[config.mk]
export PLATFORM = sky130hd
export DESIGN_NAME = voice_allocator
export DESIGN_NICKNAME = d
export VERILOG_FILES = /design/src/rtl/voice_allocator.sv
export SDC_FILE = /design/constraint.sdc
export NUM_CORES = 1
export LEC_CHECK = 0
export ABC_AREA = 1
export BUFFER_PORTS_ARGS = -buffer_cell sky130_fd_sc_hd__buf_2
export CELL_PAD_IN_SITES_DETAIL_PLACEMENT = 1
export CELL_PAD_IN_SITES_GLOBAL_PLACEMENT = 1
export CORE_ASPECT_RATIO = 1.1
export CORE_UTILIZATION = 30
export DETAILED_ROUTE_END_ITERATION = 12
export PLACE_DENSITY = 0.69
export SYNTH_ARGS = -nofsm -noshare
export SYNTH_HDL_FRONTEND = slang
export SYNTH_SLANG_ARGS = --single-unit
export TNS_END_PERCENT = 10
[constraint.sdc]
create_clock -name clk_in -period 7.5 [get_ports clk_in]
set_input_delay 0.375 -clock clk_in [delete_from_list [all_inputs] [get_ports clk_in]]
set_output_delay 0.375 -clock clk_in [all_outputs]
set_load 0.01 [all_outputs]
[src/rtl/voice_allocator.sv]
// voice_allocator
// Polyphonic voice scheduler. Note events are assigned to oscillator voices.
// A held note is retriggered on its own voice. Otherwise the lowest free voice
// is used. If every voice is busy, the oldest voice is stolen. Each voice
// drives an enable and a playback rate. The per-voice samples of the enabled
// voices are also summed, saturated and registered into one output stream.
//
// Ports
//   clk_in            system clock
//   rst_in            synchronous reset, active-high
//   valid_in          event strobe, taken when valid_in && ready_out
//   is_note_on_in     1 = note-on, 0 = note-off
//   note_in           MIDI note number
//   rate_in           playback rate for note-on
//   ready_out         allocator idle, can accept an event
//   is_on_out         per-voice enable
//   playback_rate_out packed per-voice rate, voice i at [i*RATE_WIDTH +: RATE_WIDTH]
//   samples_in        packed signed per-voice samples
//   stream_out        signed mixed sample
module voice_allocator #(
    parameter int NUM_OSCILLATORS = 4,
    parameter int RATE_WIDTH      = 24,
    parameter int SAMPLE_WIDTH    = 16,
    parameter int AGE_WIDTH       = 8
) (
    input  logic                                  clk_in,
    input  logic                                  rst_in,
    input  logic                                  valid_in,
    input  logic                                  is_note_on_in,
    input  logic [6:0]                            note_in,
    input  logic [RATE_WIDTH-1:0]                 rate_in,
    output logic                                  ready_out,
    output logic [NUM_OSCILLATORS-1:0]            is_on_out,
    output logic [NUM_OSCILLATORS*RATE_WIDTH-1:0] playback_rate_out,
    input  logic [NUM_OSCILLATORS*SAMPLE_WIDTH-1:0] samples_in,
    output logic [SAMPLE_WIDTH-1:0]               stream_out
);
    localparam int IDX_W = $clog2(NUM_OSCILLATORS);
    localparam int SUM_W = SAMPLE_WIDTH + IDX_W;
    localparam logic [IDX_W-1:0] LAST_IDX = IDX_W'(NUM_OSCILLATORS - 1);
    localparam logic signed [SUM_W-1:0] SAT_MAX =
        {{(SUM_W-SAMPLE_WIDTH+1){1'b0}}, {(SAMPLE_WIDTH-1){1'b1}}};
    localparam logic signed [SUM_W-1:0] SAT_MIN =
        {{(SUM_W-SAMPLE_WIDTH+1){1'b1}}, {(SAMPLE_WIDTH-1){1'b0}}};

    typedef enum logic [1:0] {ST_IDLE, ST_SCAN, ST_COMMIT} state_t;

    state_t state_q, state_d;
    logic   scan_en, commit_en;

    // Latched event and the running results of the voice scan
    logic [6:0]            ev_note_q, ev_note_d;
    logic [RATE_WIDTH-1:0] ev_rate_q, ev_rate_d;
    logic                  ev_on_q, ev_on_d;
    logic [IDX_W-1:0]      k_q, k_d;
    logic                  match_found_q, match_found_d;
    logic [IDX_W-1:0]      match_idx_q, match_idx_d;
    logic                  free_found_q, free_found_d;
    logic [IDX_W-1:0]      free_idx_q, free_idx_d;
    logic                  old_found_q, old_found_d;
    logic [IDX_W-1:0]      old_idx_q, old_idx_d;
    logic [AGE_WIDTH-1:0]  old_age_q, old_age_d;
    logic [IDX_W-1:0]      chosen_idx;

    // Per-voice state gathered from the generate blocks for the scanner
    logic [6:0]           note_arr [NUM_OSCILLATORS];
    logic [AGE_WIDTH-1:0] age_arr  [NUM_OSCILLATORS];

    logic signed [SUM_W-1:0] stream_q, stream_d;

    // FSM: state register
    always_ff @(posedge clk_in) begin
        if (rst_in) state_q <= ST_IDLE;
        else        state_q <= state_d;
    end

    // FSM: next state
    always_comb begin
        state_d = state_q;
        case (state_q)
            ST_IDLE:   if (valid_in) state_d = ST_SCAN;
            ST_SCAN:   if (k_q == LAST_IDX) state_d = ST_COMMIT;
            ST_COMMIT: state_d = ST_IDLE;
            default:   state_d = ST_IDLE;
        endcase
    end

    // FSM: outputs
    always_comb begin
        ready_out = (state_q == ST_IDLE);
        scan_en   = (state_q == ST_SCAN);
        commit_en = (state_q == ST_COMMIT);
    end

    // Event latch and one-voice-per-cycle scan
    always_comb begin
        ev_note_d     = ev_note_q;
        ev_rate_d     = ev_rate_q;
        ev_on_d       = ev_on_q;
        k_d           = k_q;
        match_found_d = match_found_q;
        match_idx_d   = match_idx_q;
        free_found_d  = free_found_q;
        free_idx_d    = free_idx_q;
        old_found_d   = old_found_q;
        old_idx_d     = old_idx_q;
        old_age_d     = old_age_q;
        if (ready_out && valid_in) begin
            ev_note_d     = note_in;
            ev_rate_d     = rate_in;
            ev_on_d       = is_note_on_in;
            k_d           = '0;
            match_found_d = 1'b0;
            match_idx_d   = '0;
            free_found_d  = 1'b0;
            free_idx_d    = '0;
            old_found_d   = 1'b0;
            old_idx_d     = '0;
            old_age_d     = '0;
        end else if (scan_en) begin
            k_d = k_q + 1'b1;
            if (is_on_out[k_q]) begin
                if (!match_found_q && note_arr[k_q] == ev_note_q) begin
                    match_found_d = 1'b1;
                    match_idx_d   = k_q;
                end
                // Strictly greater keeps the lowest index on equal ages
                if (!old_found_q || age_arr[k_q] > old_age_q) begin
                    old_found_d = 1'b1;
                    old_idx_d   = k_q;
                    old_age_d   = age_arr[k_q];
                end
            end else if (!free_found_q) begin
                free_found_d = 1'b1;
                free_idx_d   = k_q;
            end
        end
    end

    always_ff @(posedge clk_in) begin
        if (rst_in) begin
            ev_note_q     <= '0;
            ev_rate_q     <= '0;
            ev_on_q       <= 1'b0;
            k_q           <= '0;
            match_found_q <= 1'b0;
            match_idx_q   <= '0;
            free_found_q  <= 1'b0;
            free_idx_q    <= '0;
            old_found_q   <= 1'b0;
            old_idx_q     <= '0;
            old_age_q     <= '0;
        end else begin
            ev_note_q     <= ev_note_d;
            ev_rate_q     <= ev_rate_d;
            ev_on_q       <= ev_on_d;
            k_q           <= k_d;
            match_found_q <= match_found_d;
            match_idx_q   <= match_idx_d;
            free_found_q  <= free_found_d;
            free_idx_q    <= free_idx_d;
            old_found_q   <= old_found_d;
            old_idx_q     <= old_idx_d;
            old_age_q     <= old_age_d;
        end
    end

    // Retrigger beats a free voice, and a free voice beats stealing.
    // With no free voice every voice is active, so the oldest one is valid.
    always_comb begin
        if (match_found_q)     chosen_idx = match_idx_q;
        else if (free_found_q) chosen_idx = free_idx_q;
        else                   chosen_idx = old_idx_q;
    end

    genvar gi;
    generate
        for (gi = 0; gi < NUM_OSCILLATORS; gi++) begin : g_voice
            logic                  on_q, on_d;
            logic [6:0]            note_q, note_d;
            logic [RATE_WIDTH-1:0] rate_q, rate_d;
            logic [AGE_WIDTH-1:0]  age_q, age_d;

            always_comb begin
                on_d   = on_q;
                note_d = note_q;
                rate_d = rate_q;
                age_d  = age_q;
                if (commit_en) begin
                    if (ev_on_q) begin
                        if (chosen_idx == IDX_W'(gi)) begin
                            on_d   = 1'b1;
                            note_d = ev_note_q;
                            rate_d = ev_rate_q;
                            age_d  = '0;
                        end else if (on_q && age_q != {AGE_WIDTH{1'b1}}) begin
                            age_d = age_q + 1'b1;
                        end
                    end else if (on_q && note_q == ev_note_q) begin
                        // Rate and age stay as they were
                        on_d = 1'b0;
                    end
                end
            end

            always_ff @(posedge clk_in) begin
                if (rst_in) begin
                    on_q   <= 1'b0;
                    note_q <= '0;
                    rate_q <= '0;
                    age_q  <= '0;
                end else begin
                    on_q   <= on_d;
                    note_q <= note_d;
                    rate_q <= rate_d;
                    age_q  <= age_d;
                end
            end

            assign is_on_out[gi] = on_q;
            assign note_arr[gi]  = note_q;
            assign age_arr[gi]   = age_q;
            assign playback_rate_out[gi*RATE_WIDTH +: RATE_WIDTH] = rate_q;
        end
    endgenerate

    // Mixer: sign-extended sum of enabled voices, saturated to the sample range
    always_comb begin
        logic signed [SUM_W-1:0] mix_sum;
        logic [SAMPLE_WIDTH-1:0] smp;
        mix_sum = '0;
        smp     = '0;
        for (int i = 0; i < NUM_OSCILLATORS; i++) begin
            smp = samples_in[i*SAMPLE_WIDTH +: SAMPLE_WIDTH];
            if (is_on_out[i]) begin
                mix_sum = mix_sum + {{IDX_W{smp[SAMPLE_WIDTH-1]}}, smp};
            end
        end
        if (mix_sum > SAT_MAX)      stream_d = SAT_MAX;
        else if (mix_sum < SAT_MIN) stream_d = SAT_MIN;
        else                        stream_d = mix_sum;
    end

    always_ff @(posedge clk_in) begin
        if (rst_in) stream_q <= '0;
        else        stream_q <= stream_d;
    end

    assign stream_out = stream_q[SAMPLE_WIDTH-1:0];

endmodule

# Word level (Yosys, flattened, before mapping)
# Index checks and enable logic that the tools add are counted.
[classes]
n_div = 0
order_cmp = 5
n_bitwise = 3
addsub = 8
n_eq_ne = 21
shifts = 0
n_reduce_logical = 42
multipliers = 0
mux = 39
[op_table]
columns = ["op", "count"]
rows = [
  ["$mux W8", 10],
  ["$mux W18", 4],
  ["$add A18 B18 Y18", 3],
  ["$reduce_and A3 Y1", 15],
  ["$eq A7 B7 Y1", 5],
  ["$add A8 B1 Y8 const B", 4],
  ["$ne A8 B8 Y1 const B", 4],
  ["$gt A18 B16 Y1 const B", 1],
  ["$lt A18 B16 Y1 const B", 1],
  ["$bmux W8 S2", 1],
  ["$mux W16", 1],
  ["$reduce_bool A2 Y1", 8],
  ["$mux W15", 1],
  ["$bmux W7 S2", 1],
  ["$mux W7", 2],
  ["$mux W1", 13],
  ["$logic_and A1 B1 Y1", 10],
  ["$ne A2 B1 Y1 const B", 5],
  ["$eq A2 B2 Y1 const B", 4],
  ["$gt A8 B8 Y1", 1],
  ["$mux W2", 4],
  ["$eq A2 B1 Y1 const B", 2],
  ["$logic_not A2 Y1", 2],
  ["$pmux W2 S2", 1],
  ["other kinds (11)", 15],
]
[word_totals]
word_cells = 148
latch_bits = 0
ram_bits = 0
mem_count = 0
output_inout_bits = 117
register_bits = 229
input_bits = 99
romBits = 0

# Depth between registers and ports, before layout
[logic_depth]
ltp_word = 10
ltp_mapped = 45
mapped_depth_nobuf = 41

# Worst setup path before layout
# No wires, ideal clock.
[synth_path]
path_kind = "register to register"
startpoint = "register g_voice[0].on_q"
endpoint = "register stream_q[0]"
n_path_buf = 4
path_stages_with_launch = 37
path_slack_ps = 2304
synth_period_minus_slack_ps = 5196
required_ps = 7362
setup_time_ps = 138
arrival_ps = 5058
cell_sequence = "dfxtp_1 > buf_6 > buf_8 > clkbuf_1 > nand2_1 > inv_1 > ha_1 > fa_1 > nand3_1 > nand3_1 > nand3_1 > nand2_2 > xor2_1 > o21ai_0 > inv_1 > ha_1 > a21o_1 > a31oi_1 > nor2_1 > nor2_1 > a21o_1 > nand3_1 > and2_1 > ha_1 > nand2_1 > nor3_1 > nor3b_1 > nand3_1 > nand3_1 > nor2_1 > nor2_1 > nand3_1 > nand2_2 > inv_2 > nand2_4 > buf_6 > a21oi_2"
[synth_between]
elab_chain_cells = 10
elab_cells_between_ends = 11
cone_classes = "add/sub: 3; order compare: 2; mux: 6"
[synth_rtl]
columns = ["item", "line", "text"]
rows = [
  ["from (decl)", "179", "logic on_q, on_d;"],
  ["from (signal assigned)", "213", "on_q <= on_d;"],
  ["$mux W18 *", "235", "if (is_on_out[i]) begin"],
  ["$add A18 B18 Y18", "236", "mix_sum = mix_sum + {{IDX_W{smp[SAMPLE_WIDTH-1]}}, smp};"],
  ["$mux W18 *", "235", ""],
  ["$add A18 B18 Y18", "236", ""],
  ["$mux W18 *", "235", ""],
  ["$add A18 B18 Y18", "236", ""],
  ["$mux W18 *", "235", ""],
  ["$lt A18 B16 Y1", "240", "else if (mix_sum < SAT_MIN) stream_d = SAT_MIN;"],
  ["$mux W16", "240", ""],
  ["$mux W15 *", "239", "if (mix_sum > SAT_MAX) stream_d = SAT_MAX;"],
  ["to (signal assigned)", "246", "else stream_q <= stream_d;"],
  ["to (decl)", "69", "logic signed [SUM_W-1:0] stream_q, stream_d;"],
]
# Every way passes the cells marked *; elsewhere a longest branch is shown, timed or not.
# A chain may end at the register's enable or synchronous reset.

# Worst setup path in the final report
[layout_path]
startpoint = "register g_voice[0].on_q"
endpoint = "register stream_q[9]"
# The elaborated chain is that of the path after synthesis.

==> results.sh <==
export IMPL_syn_num_nets=2037
export IMPL_fmaxAchievable_ghz=0.153
export IMPL_grt_pass1_vias=13700
export IMPL_placed_cell_area_um2=14400
export IMPL_grt_pass1_wl_um=74000
export IMPL_synth_distinct_cells=51
export IMPL_finalHoldViolations=0
export IMPL_synthesis_area_um2=12900
export IMPL_cts_tree="yes"
export IMPL_drive_gt1_frac=0.163
export IMPL_synth_edf_count=0
export IMPL_antenna_found_initial=3
export IMPL_via_per_inst=5.08
export IMPL_pre_cts_ws_ns=1.12
export IMPL_drv_cap=0
export IMPL_io_pins=216
export IMPL_root_buffer="clkbuf_16"
export IMPL_fin_crit_ns=6.52
export IMPL_pwr_share_comb=0.073
export IMPL_grt_util_all_layers=0.213
export IMPL_crit_fanout=26
export IMPL_slew_viol_final=0
export IMPL_rsz0062_at_grt="false"
export IMPL_ys_warn_count=0
export IMPL_synth_ff_type="dfxtp_1"
export IMPL_htreeDepth=1
export IMPL_clock_path_buffers=3
export IMPL_cp_required_ns=7.89
export IMPL_clkTransAtPathRegs_ns=0.06
export IMPL_finalNetCount=2194
export IMPL_die_h_um=220
export IMPL_drcViolationCount=0
export IMPL_first_pass_iters=4
export IMPL_finalWirelength_um=46800
export IMPL_initial_core_util=0.305
export IMPL_worstSkewPairLatency_ns=0.56
export IMPL_dpl_hpwl_um=33800
export IMPL_numCtsBuffers=27
export IMPL_std_cell_rows=79
export IMPL_run_status="complete, no violations"
export IMPL_synth_avg_cell_area_um2=6.90
export IMPL_p_seq_frac=0.462
export IMPL_setup_violations=0
export IMPL_grt_start_max_net_pins=88
export IMPL_ant_nets=0
export IMPL_p_sw_uw=693
export IMPL_grt_overflow=0
export IMPL_powerDensity_nw_per_um2=179
export IMPL_drt_initial_drc_count=490
export IMPL_dieArea_um2=44000
export IMPL_final_common_cell="nand2_1"
export IMPL_num_vias=13300
export IMPL_drt_wirelength_per_cell_um=17.9
export IMPL_slowest_stage="dfxtp_1"
export IMPL_final_cell_area_um2=15300
export IMPL_ctsHoldBuffers=0
export IMPL_hp_class="in -> reg"
export IMPL_coreArea_um2=42400
export IMPL_cts_resized=0
export IMPL_ys_seq_elements=229
export IMPL_p_leak_uw=0.00666
export IMPL_fillerInstances=5384
export IMPL_worstMarginPinSlew_ns=1.12
export IMPL_pwr_share_clk=0.465
export IMPL_cp_arrival_ns=6.91
export IMPL_synthArstFlopShare=0
export IMPL_port_buffers=215
export IMPL_clock_sinks=229
export IMPL_postCtsSetupRepairBufs=0
export IMPL_relSlewSlack=0.253
export IMPL_finClkSkew_ns=0.00878
export IMPL_swShare=0.253
export IMPL_dieWidth_um=200
export IMPL_fin_crit_sh=0.870
export IMPL_layout_setup_ws_ns=0.978
export IMPL_critPathLaunchType="flop"
export IMPL_yosysSeqAreaShare=0.354
export IMPL_synth_cells=1876
export IMPL_peakVddDrop_mv=0.135
export IMPL_critPathMaxStageDelay_ns=1.05
export IMPL_finalSetupTns_ns=0
export IMPL_crit_path_end_kind="flop"
export IMPL_syn2layout_area_growth_pct=17.9
export IMPL_p_int_uw=2040
export IMPL_final_cell_mix="nand2_1, a21oi_1, dfxtp_1, buf_2, nand3_1"
export IMPL_path_class="reg -> reg"
export IMPL_place_congestion=0.899
## sequential cells by signal, indices dropped and copies added, names as in the netlist, 4 cells and up
| name | cells |
|---|---|
| ev_note_q | 7 |
| ev_rate_q | 24 |
| g_voice.age_q | 32 |
| g_voice.note_q | 28 |
| g_voice.on_q | 4 |
| g_voice.rate_q | 96 |
| old_age_q | 8 |
| stream_q | 16 |
## cell usage after synthesis (2+ instances only)
| master | number | area (um2) |
|---|---|---|
| nor3b_1 | 8 | 60.1 |
| buf_4 | 4 | 30.0 |
| clkbuf_1 | 82 | 308 |
| nand2_1 | 400 | 1500 |
| nand2_4 | 3 | 33.8 |
| o21ai_1 | 5 | 25.0 |
| dfxtp_1 | 229 | 4580 |
| xnor2_1 | 25 | 219 |
| o21ai_2 | 2 | 17.5 |
| o21bai_1 | 8 | 60.1 |
| fa_1 | 3 | 60.1 |
| o22ai_1 | 4 | 25.0 |
| nor3_1 | 27 | 135 |
| o31ai_1 | 2 | 15.0 |
| nor2_2 | 7 | 43.8 |
| o21a_1 | 3 | 22.5 |
| or2_2 | 3 | 18.8 |
| nand3_1 | 176 | 881 |
| xor2_1 | 39 | 342 |
| a211oi_1 | 4 | 30.0 |
| a21o_1 | 5 | 37.5 |
| inv_2 | 8 | 30.0 |
| o211ai_1 | 2 | 15.0 |
| nand3_2 | 7 | 70.1 |
| and3_1 | 4 | 25.0 |
| buf_2 | 4 | 20.0 |
| nor2_4 | 2 | 22.5 |
| o41ai_1 | 3 | 26.3 |
| ha_1 | 59 | 738 |
| buf_6 | 3 | 33.8 |
| nand4_1 | 11 | 68.8 |
| inv_1 | 140 | 526 |
| and2_1 | 3 | 18.8 |
| buf_1 | 9 | 33.8 |
| nand2_2 | 20 | 125 |
| a21oi_2 | 11 | 96.3 |
| nand3b_1 | 4 | 30.0 |
| a21oi_1 | 247 | 1240 |
| nor2_1 | 150 | 563 |
| o21ai_0 | 130 | 651 |
| a31oi_1 | 10 | 62.6 |
## worst max-delay path, delay by kind of cell, from the launching register on
family	cells	cell delay (ns)
XOR/XNOR	2	0.24
flip-flops	1	1.05
AO/OA/AOI/OAI	10	2.36
adder cells (fa/ha/maj)	3	1.05
buffers and inverters	5	0.53
AND/OR/NAND/NOR	10	1.08
## power groups by stage
stage / clock, uW / combinational [uW] / sequential, uW
6_report: 1270 / 199 / 1260
5_1_grt: 1350 / 222 / 1270
4_1_cts: 1310 / 201 / 1260
3_5_place_dp: 0 / 200 / 1290
3_3_place_gp: 0 / 196 / 1290
2_1_floorplan: 0 / 133 / 1270
## kinds of logic after synthesis
kind of cell | share of synthesized area
AO/OA/AOI/OAI | 0.182
multiplexers | 0.000774
buffers and inverters | 0.0772
AND/OR/NAND/NOR | 0.281
XOR/XNOR | 0.0433
adder cells (fa/ha/maj) | 0.0617
flip-flops | 0.354
## layout make-up
class,count,area (um2),share of cell area
Clock inverter,5,70.1,0.00459
Multi-Input combinational cell,1395,7360,0.483
Antenna cell,2,5.00,0.000328
Clock buffer,41,768,0.0503
Inverter,149,559,0.0367
Sequential cell,229,4580,0.300
Timing Repair Buffer,231,1200,0.0786
Tap cell,567,709,0.0465
## per-stage QoR
step	cells	utilization	total power (uW)	hold WS, ns
after floorplan	1876	-	1400	0.431
after detailed placement	2571	0.340	1490	0.453
after CTS	2617	0.360	2770	0.0387
final	2619	0.360	2730	0.0633
after global placement	2571	0.340	1480	0.445
after global routing	2617	0.360	2840	0.0624
## routing by layer
| metal | vias to the layer above | track usage | routed length (um) |
|---|---|---|---|
| met1 | 6435 | 0.260 | 20500 |
| met4 | 4 | 0.0542 | 1090 |
| li1 | 6537 | - | - |
| met3 | 68 | 0.0445 | 2450 |
| met2 | 265 | 0.376 | 22700 |
| met5 | - | 0 | 27 |
## final timing paths
kind | startpoint | to | slack [ns] | cells after the start
worst max register to register | g_voice[0].on_q | stream_q[9] | 0.98 | 30
worst min register to register | g_voice[3].rate_q[3] | g_voice[3].rate_q[3] | 0.46 | 2
worst min-delay path | note_in[0] | ev_note_q[0] | 0.06 | 3
worst max-delay path | g_voice[0].on_q | stream_q[9] | 0.98 | 30
Power figures use the tool's default switching activity.
